===== src/rtl/bin_vec_seq.sv =====
// bin_vec_seq: walks every WIDTH-bit vector into a binary gate,
// holds each one, then checks the gate response and reports pass/fail.
module bin_vec_seq #(
  parameter int WIDTH       = 2,
  parameter int HOLD_CYCLES = 20,
  parameter int INVERT      = 1
) (
  input  logic             clk,
  input  logic             rst,
  input  logic             start,
  output logic [WIDTH-1:0] io_in,
  input  logic [WIDTH-1:0] io_out,
  output logic             busy,
  output logic             done,
  output logic             pass,
  output logic [7:0]       err_cnt
);

  localparam logic [15:0] HOLD_LAST = 16'(HOLD_CYCLES - 1);

  typedef enum logic [1:0] {
    IDLE,
    DRIVE,
    DONE
  } state_t;

  state_t           state_q;
  state_t           state_d;
  logic [WIDTH-1:0] vec_q;
  logic [WIDTH-1:0] vec_d;
  logic [WIDTH-1:0] expect_v;
  logic [15:0]      hold_q;
  logic [15:0]      hold_d;
  logic [7:0]       err_d;
  logic             pass_d;
  logic [WIDTH-1:0] io_in_d;

  // Next state, counters, response check and status outputs
  always_comb begin
    state_d  = state_q;
    vec_d    = vec_q;
    hold_d   = hold_q;
    err_d    = err_cnt;
    pass_d   = pass;
    busy     = 1'b0;
    done     = 1'b0;
    expect_v = (INVERT != 0) ? ~vec_q : vec_q;
    unique case (state_q)
      IDLE: begin
        if (start) begin
          state_d = DRIVE;
          vec_d   = '0;
          hold_d  = '0;
          err_d   = '0;
        end
      end
      DRIVE: begin
        busy   = 1'b1;
        hold_d = hold_q + 16'd1;
        if (hold_q == HOLD_LAST) begin
          if (io_out != expect_v && err_cnt != 8'hff)
            err_d = err_cnt + 8'd1;
          if (vec_q != '1) begin
            vec_d  = vec_q + 1'b1;
            hold_d = '0;
          end else begin
            state_d = DONE;
            pass_d  = (err_d == 8'd0);
          end
        end
      end
      DONE: begin
        done    = 1'b1;
        state_d = IDLE;
      end
      default: state_d = IDLE;
    endcase
    io_in_d = (state_d == DRIVE) ? vec_d : '0;
  end

  // State and datapath registers; io_in is registered to stay glitch-free
  always_ff @(posedge clk) begin
    if (rst) begin
      state_q <= IDLE;
      vec_q   <= '0;
      hold_q  <= '0;
      io_in   <= '0;
      pass    <= 1'b0;
      err_cnt <= '0;
    end else begin
      state_q <= state_d;
      vec_q   <= vec_d;
      hold_q  <= hold_d;
      io_in   <= io_in_d;
      pass    <= pass_d;
      err_cnt <= err_d;
    end
  end

endmodule


===== config.mk =====
export PLATFORM = sky130hd
export DESIGN_NAME = bin_vec_seq
export DESIGN_NICKNAME = d
export VERILOG_FILES = /design/src/rtl/bin_vec_seq.sv
export SDC_FILE = /design/constraint.sdc
export NUM_CORES = 1
export LEC_CHECK = 0
export ABC_AREA = 1
export ABC_CLOCK_PERIOD_IN_PS = 4250
export CAP_MARGIN = 25
export CORE_MARGIN = 2
export CORE_UTILIZATION = 48
export CTS_CLUSTER_SIZE = 25
export DETAILED_ROUTE_END_ITERATION = 12
export GPL_ROUTABILITY_DRIVEN = 0
export PLACE_DENSITY = 0.69
export SLEW_MARGIN = 20
export SYNTH_ARGS = -nofsm -noshare
export SYNTH_HDL_FRONTEND = slang
export SYNTH_SLANG_ARGS = --single-unit

===== constraint.sdc =====
create_clock -name clk -period 4.25 [get_ports clk]
set_clock_uncertainty 0.1 [all_clocks]
set_input_delay 0.6375 -clock clk [delete_from_list [all_inputs] [get_ports clk]]
set_output_delay 0.6375 -clock clk [all_outputs]
set_load 0.01 [all_outputs]

* Word-level counts from Yosys, hierarchy flattened
Index checks and enable logic that the tools add are counted. W data, S select, Z words.
Word-level totals: output and inout bits 13, register bits after elaboration 31, logic and storage cells 49
Operators by class: equality and inequality tests 9, bitwise operators 3, $add $sub $neg 3, mux-type cells 20, reduce and logical (&&, ||, !) cells 8
Operator list (number):
- $mux W16 | 3
- $mux W8 | 5
- $pmux W16 S2 | 1
- $add A16 B1 Y16 const B | 1
- $eq A16 B5 Y1 const B | 1
- $pmux W8 S2 | 1
- $mux W2 | 6
- $add A8 B1 Y8 const B | 1
- $logic_not A8 Y1 | 1
- $ne A8 B8 Y1 const B | 1
- $pmux W2 S2 | 2
- $ne A2 B2 Y1 const B | 3
- $reduce_and A3 Y1 | 2
- $eq A2 B1 Y1 const B | 2
- $add A2 B1 Y2 const B | 1
- $eq A2 B2 Y1 const B | 1
- $logic_not A2 Y1 | 1
- $mux W1 | 2
- $ne A2 B2 Y1 | 1
- $not A1 Y1 | 2
- $not A2 Y2 | 1
- $reduce_and A2 Y1 | 1
- $reduce_bool A2 Y1 | 1
- $reduce_or A2 Y1 | 1
- $logic_and A1 B1 Y1 | 1

* Depth between registers and ports, before layout
depth after elaboration 8, depth in mapped cells 12, depth with buffers taken out 11

* Worst setup path after synthesis
No wires, ideal clock.
path kind reg-to-reg, start point reg err_cnt[0], end point reg pass, arrival 1.459 ns, required time 4.084 ns, library setup time 0.066 ns, cell stages (with the launch flop) 12, slack 2.625 ns, buffers on the path 0, cell sequence dfxtp_1 -> ha_1 -> nand3_2 -> clkinv_1 -> nand2_4 -> nand2_8 -> inv_4 -> nand3_1 -> nand2_1 -> nor2_1 -> nand3_1 -> a21oi_2
Between the ends: cells in the longest elaborated chain, start to end 6
RTL lines:
- from (decl) | RTL line 16 | output logic [7:0] err_cnt
- from (signal assigned) | RTL line 96 | err_cnt <= err_d;
- branches (longest 2 deep; another with $add A8 B1 Y8)
- $mux W8 * | RTL line 61 | if (io_out != expect_v && err_cnt != 8'hff)
- $mux W8 * | RTL line 60 | if (hold_q == HOLD_LAST) begin
- $mux W8 * | RTL line 48 | unique case (state_q)
- $logic_not A8 Y1 * | RTL line 68 | pass_d = (err_d == 8'd0);
- to (signal assigned) | RTL line 95 | pass <= pass_d;
- to (decl) | RTL line 15 | output logic pass,
Mark *: on every way between the ends. The select of a mux whose other input is x is not followed. A chain may end at the register's enable or synchronous reset.

* Final worst setup path
start point reg state_q[0], end point out busy
Between the ends: cells in the longest elaborated chain, start to end 2
RTL lines:
- from (decl) | RTL line 27 | state_t state_q;
- from (signal assigned) | RTL line 91 | state_q <= state_d;
- $eq A2 B1 Y1 | RTL line 48
- $mux W1 | RTL line 48
- to (decl) | RTL line 13 | output logic busy,
No other way between the ends.

==> results summary <==
The number of setup buffers added after CTS came out at 0. The number of buffers added by the clock tree synthesis step is 5. The unique cell type count in the Yosys netlist is 35.

Setup repair after global routing left no endpoint under its margin. The path class of the tightest hold or removal check is register to register. During placement, the flow inserted port buffers numbering 17. The synthesis warning total is 0. Data on the critical path is required at its endpoint by 3.51 ns.

The post-synth design cell area is 1879 sq um. The total count of hold-check failures in the final report came out at 0. The die covers 4432 sq um. The placed wire-length estimate is 3018 um.

The fraction of the cycle the final worst path needs came out at 54.29%. The headroom to the max-slew limit came out at 67.59%. The number of hold buffers added after CTS is 0.

The leakage power summed over all cells is 0.8382 nW. The detail route stage leaves a number of antenna-violating nets equal to 0. Pin placement for this block handled 18 I/O pins. The starting density of the core is 50.57%. From synthesis to final layout, the design area changed by 16.98%.

The post-placement worst setup slack is 2.103 ns. The filler cells instantiated in the layout total 377. The share of post-route cells with drive strength above 1 came out at 11.65%. After the first detailed-routing iteration, the DRC count stood at 146.

Before antenna repair, the detailed router went through 4 iterations. The initial antenna violation count was 0. The clock-pin slew of the registers on the worst-case setup and hold paths came out at 0.07 ns. The floorplan step set the die height to 66.57 um.

The number of core rows is 22. The overall routing resource usage came out at 21.26%. The maximum ir drop on the vdd rail is 0.2208 mV. The net count of the mapped netlist is 296. The final antenna diode count came out at 0. The clock reaches the later pin of the worst-skew pair after 0.28 ns. The power per standard cell area is 293.8 nW/um^2. Once layout is complete, the utilization of the core stands at 59.16%.

The smallest setup slack after layout came out at 1.943 ns. The sequential element share of the synthesized area is 33.02%. Along the worst path, the maximum fanout reaches 12.

The number of global-route vias before repair came out at 1613. The detailed-route vias per instance came out at 5.053. The post-cts resize count came out at 0. CTS saw 31 sinks. The number of register bits inferred by synthesis came out at 31. STA classifies the critical path startpoint as a register. The time the worst path needs with I/O delays and setup is 2.307 ns. Measured along the x axis, the die boundary spans 66.57 um. The flow ran to the end, and the final reports show no timing, DRC or antenna violations. The standard cell core area came out at 3716 sq um.

TritonCTS built the clock tree. The final-layout setup total negative slack is 0 ns. The routed wire length is 4189 um. In the synthesized netlist, the number of instances is 289. The transition time of the tightest slew-check pin is 0.4857 ns. A synthesized cell averages 6.503 sq um.

The first global-routing pass estimated 7279 um of wire. Max-cap violations in this run came to 0. The number of max-slew violations in the final report came out at 0. The maximum number of pins on one net before global-route repair is 27. The worst setup path is captured at an output port.

The worst endpoint data arrival time is 1.57 ns. The maximum number of buffers from clock root to sink is 2. The detailed-route wire length per cell came out at 11.73 um. The design draws 645.9 uW.

The total vias in the final route is 1804. Clock tree synthesis selected as its root buffer the cell sky130_fd_sc_hd__clkbuf_8. The DRC violation count after routing is 0. The critical path is of the register to output port type.

The number of nets in the finished design is 315. The highest attainable clock frequency came out at 433.4 MHz. CTS built an H-tree with a depth of 2. The total global routing overflow came out at 0. The final setup violation count came out at 0.
through the flow:
stage,cell area (sq um),hold WS [ns],std cells
global route,2198,0.4084,357
global placement,2081,0.3872,349
detailed placement,2081,0.3727,349
CTS,2198,0.3847,357
finish,2198,0.3814,357
floorplan,1879,0.3654,289
synthesized netlist by cell type:
master / number / share of area, %
sky130_fd_sc_hd__nand2_4: 2 / 1.2
sky130_fd_sc_hd__xnor2_1: 5 / 2.3
sky130_fd_sc_hd__clkbuf_1: 2 / 0.40
sky130_fd_sc_hd__nand3_1: 28 / 7.5
sky130_fd_sc_hd__nor2_4: 1 / 0.60
sky130_fd_sc_hd__nand3_2: 2 / 1.1
sky130_fd_sc_hd__o21ai_0: 7 / 1.9
sky130_fd_sc_hd__nor2_2: 3 / 1.0
sky130_fd_sc_hd__o221ai_1: 1 / 0.47
sky130_fd_sc_hd__clkinv_1: 1 / 0.20
sky130_fd_sc_hd__ha_1: 2 / 1.3
sky130_fd_sc_hd__a21oi_2: 2 / 0.93
sky130_fd_sc_hd__inv_1: 28 / 5.6
sky130_fd_sc_hd__buf_4: 2 / 0.80
sky130_fd_sc_hd__buf_2: 2 / 0.53
sky130_fd_sc_hd__nor3_2: 2 / 1.1
sky130_fd_sc_hd__nand2_2: 5 / 1.7
sky130_fd_sc_hd__o21bai_1: 1 / 0.40
sky130_fd_sc_hd__o21ai_4: 1 / 0.87
sky130_fd_sc_hd__nand4_1: 5 / 1.7
sky130_fd_sc_hd__or2_2: 1 / 0.33
sky130_fd_sc_hd__inv_2: 4 / 0.80
sky130_fd_sc_hd__a211oi_1: 1 / 0.40
sky130_fd_sc_hd__o21ai_1: 2 / 0.53
sky130_fd_sc_hd__inv_4: 1 / 0.33
sky130_fd_sc_hd__nor3_1: 4 / 1.1
sky130_fd_sc_hd__dfxtp_1: 31 / 33
sky130_fd_sc_hd__o22ai_1: 1 / 0.33
sky130_fd_sc_hd__nand2_8: 1 / 1.1
sky130_fd_sc_hd__nand3b_1: 1 / 0.40
sky130_fd_sc_hd__buf_6: 1 / 0.60
sky130_fd_sc_hd__and2_4: 1 / 0.47
sky130_fd_sc_hd__a21oi_1: 25 / 6.7
sky130_fd_sc_hd__nor2_1: 25 / 5.0
sky130_fd_sc_hd__nand2_1: 88 / 18
final cells by class:
cell class              count  area (sq um)  share of cell area, %
inverters                  34         130.1                  5.919
repair buffers             19         185.2                  8.423
clock inverters             2         35.03                  1.594
well taps                  48         60.06                  2.732
flip-flops and latches     31         620.6                  28.23
multi-input cells         217          1085                  49.35
clock buffers               6         82.58                  3.756
kinds of logic (layout without fill, tap and decap cells):
logic type               after synthesis  count (layout)  share of synthesized area, %
buffers and inverters                 41              61                         9.254
AO/OA/AOI/OAI                         41              41                         12.45
adder cells (fa/ha/maj)                2               2                         1.331
XOR/XNOR                               5               5                         2.330
AND/OR/NAND/NOR                      169             169                         41.61
flip-flops                            31              31                         33.02
cell usage in the layout (no fill, tap or decap), drive strengths merged:
master,count
a211oi,1
a21oi,27
and2,1
buf,2
bufinv,1
clkbuf,6
clkdlybuf4s50,17
clkinv,2
dfxtp,31
ha,2
inv,33
nand2,96
nand3,30
nand3b,1
nand4,5
nor2,29
nor3,6
o21ai,10
o21bai,1
o221ai,1
o22ai,1
or2,1
xnor2,5
flip-flops by register name (all words and copies together) (netlist names):
register / flops
err_cnt: 8
pass: 1
hold_q: 16
io_in: 2
vec_q: 2
state_q: 2
critical path, cell delays in order (launching register included):
cell,delay [ns]
sky130_fd_sc_hd__dfxtp_1,0.37
sky130_fd_sc_hd__inv_2,0.08
sky130_fd_sc_hd__nor2_1,0.09
sky130_fd_sc_hd__buf_4,0.20
sky130_fd_sc_hd__clkdlybuf4s50_1,0.55
where the power goes:
part | internal (mW) | switching [mW] | total (mW)
Sequential | 0.293 | 0.00224 | 0.295
Combinational | 0.0150 | 0.0320 | 0.0470
Clock | 0.190 | 0.115 | 0.304
Total | 0.497 | 0.149 | 0.646
path summary, 6_finish.rpt:
| kind | slack [ns] | start | end | depth (start not counted) |
|---|---|---|---|---|
| max reg2reg | 2.38 | hold_q[0] | pass | 8 |
| max | 1.94 | state_q[0] | busy | 4 |
| min | 0.38 | pass | pass | 2 |
| min reg2reg | 0.38 | pass | pass | 2 |
per-layer routing:
layer	wire, um	vias up	GRT usage (%)
li1	-	969	-
met1	2104	792	29.76
met2	1830	38	32.25
met3	211	5	4.561
met4	42	0	6.888
met5	0	-	0
(Power assumes the default switching activity.)
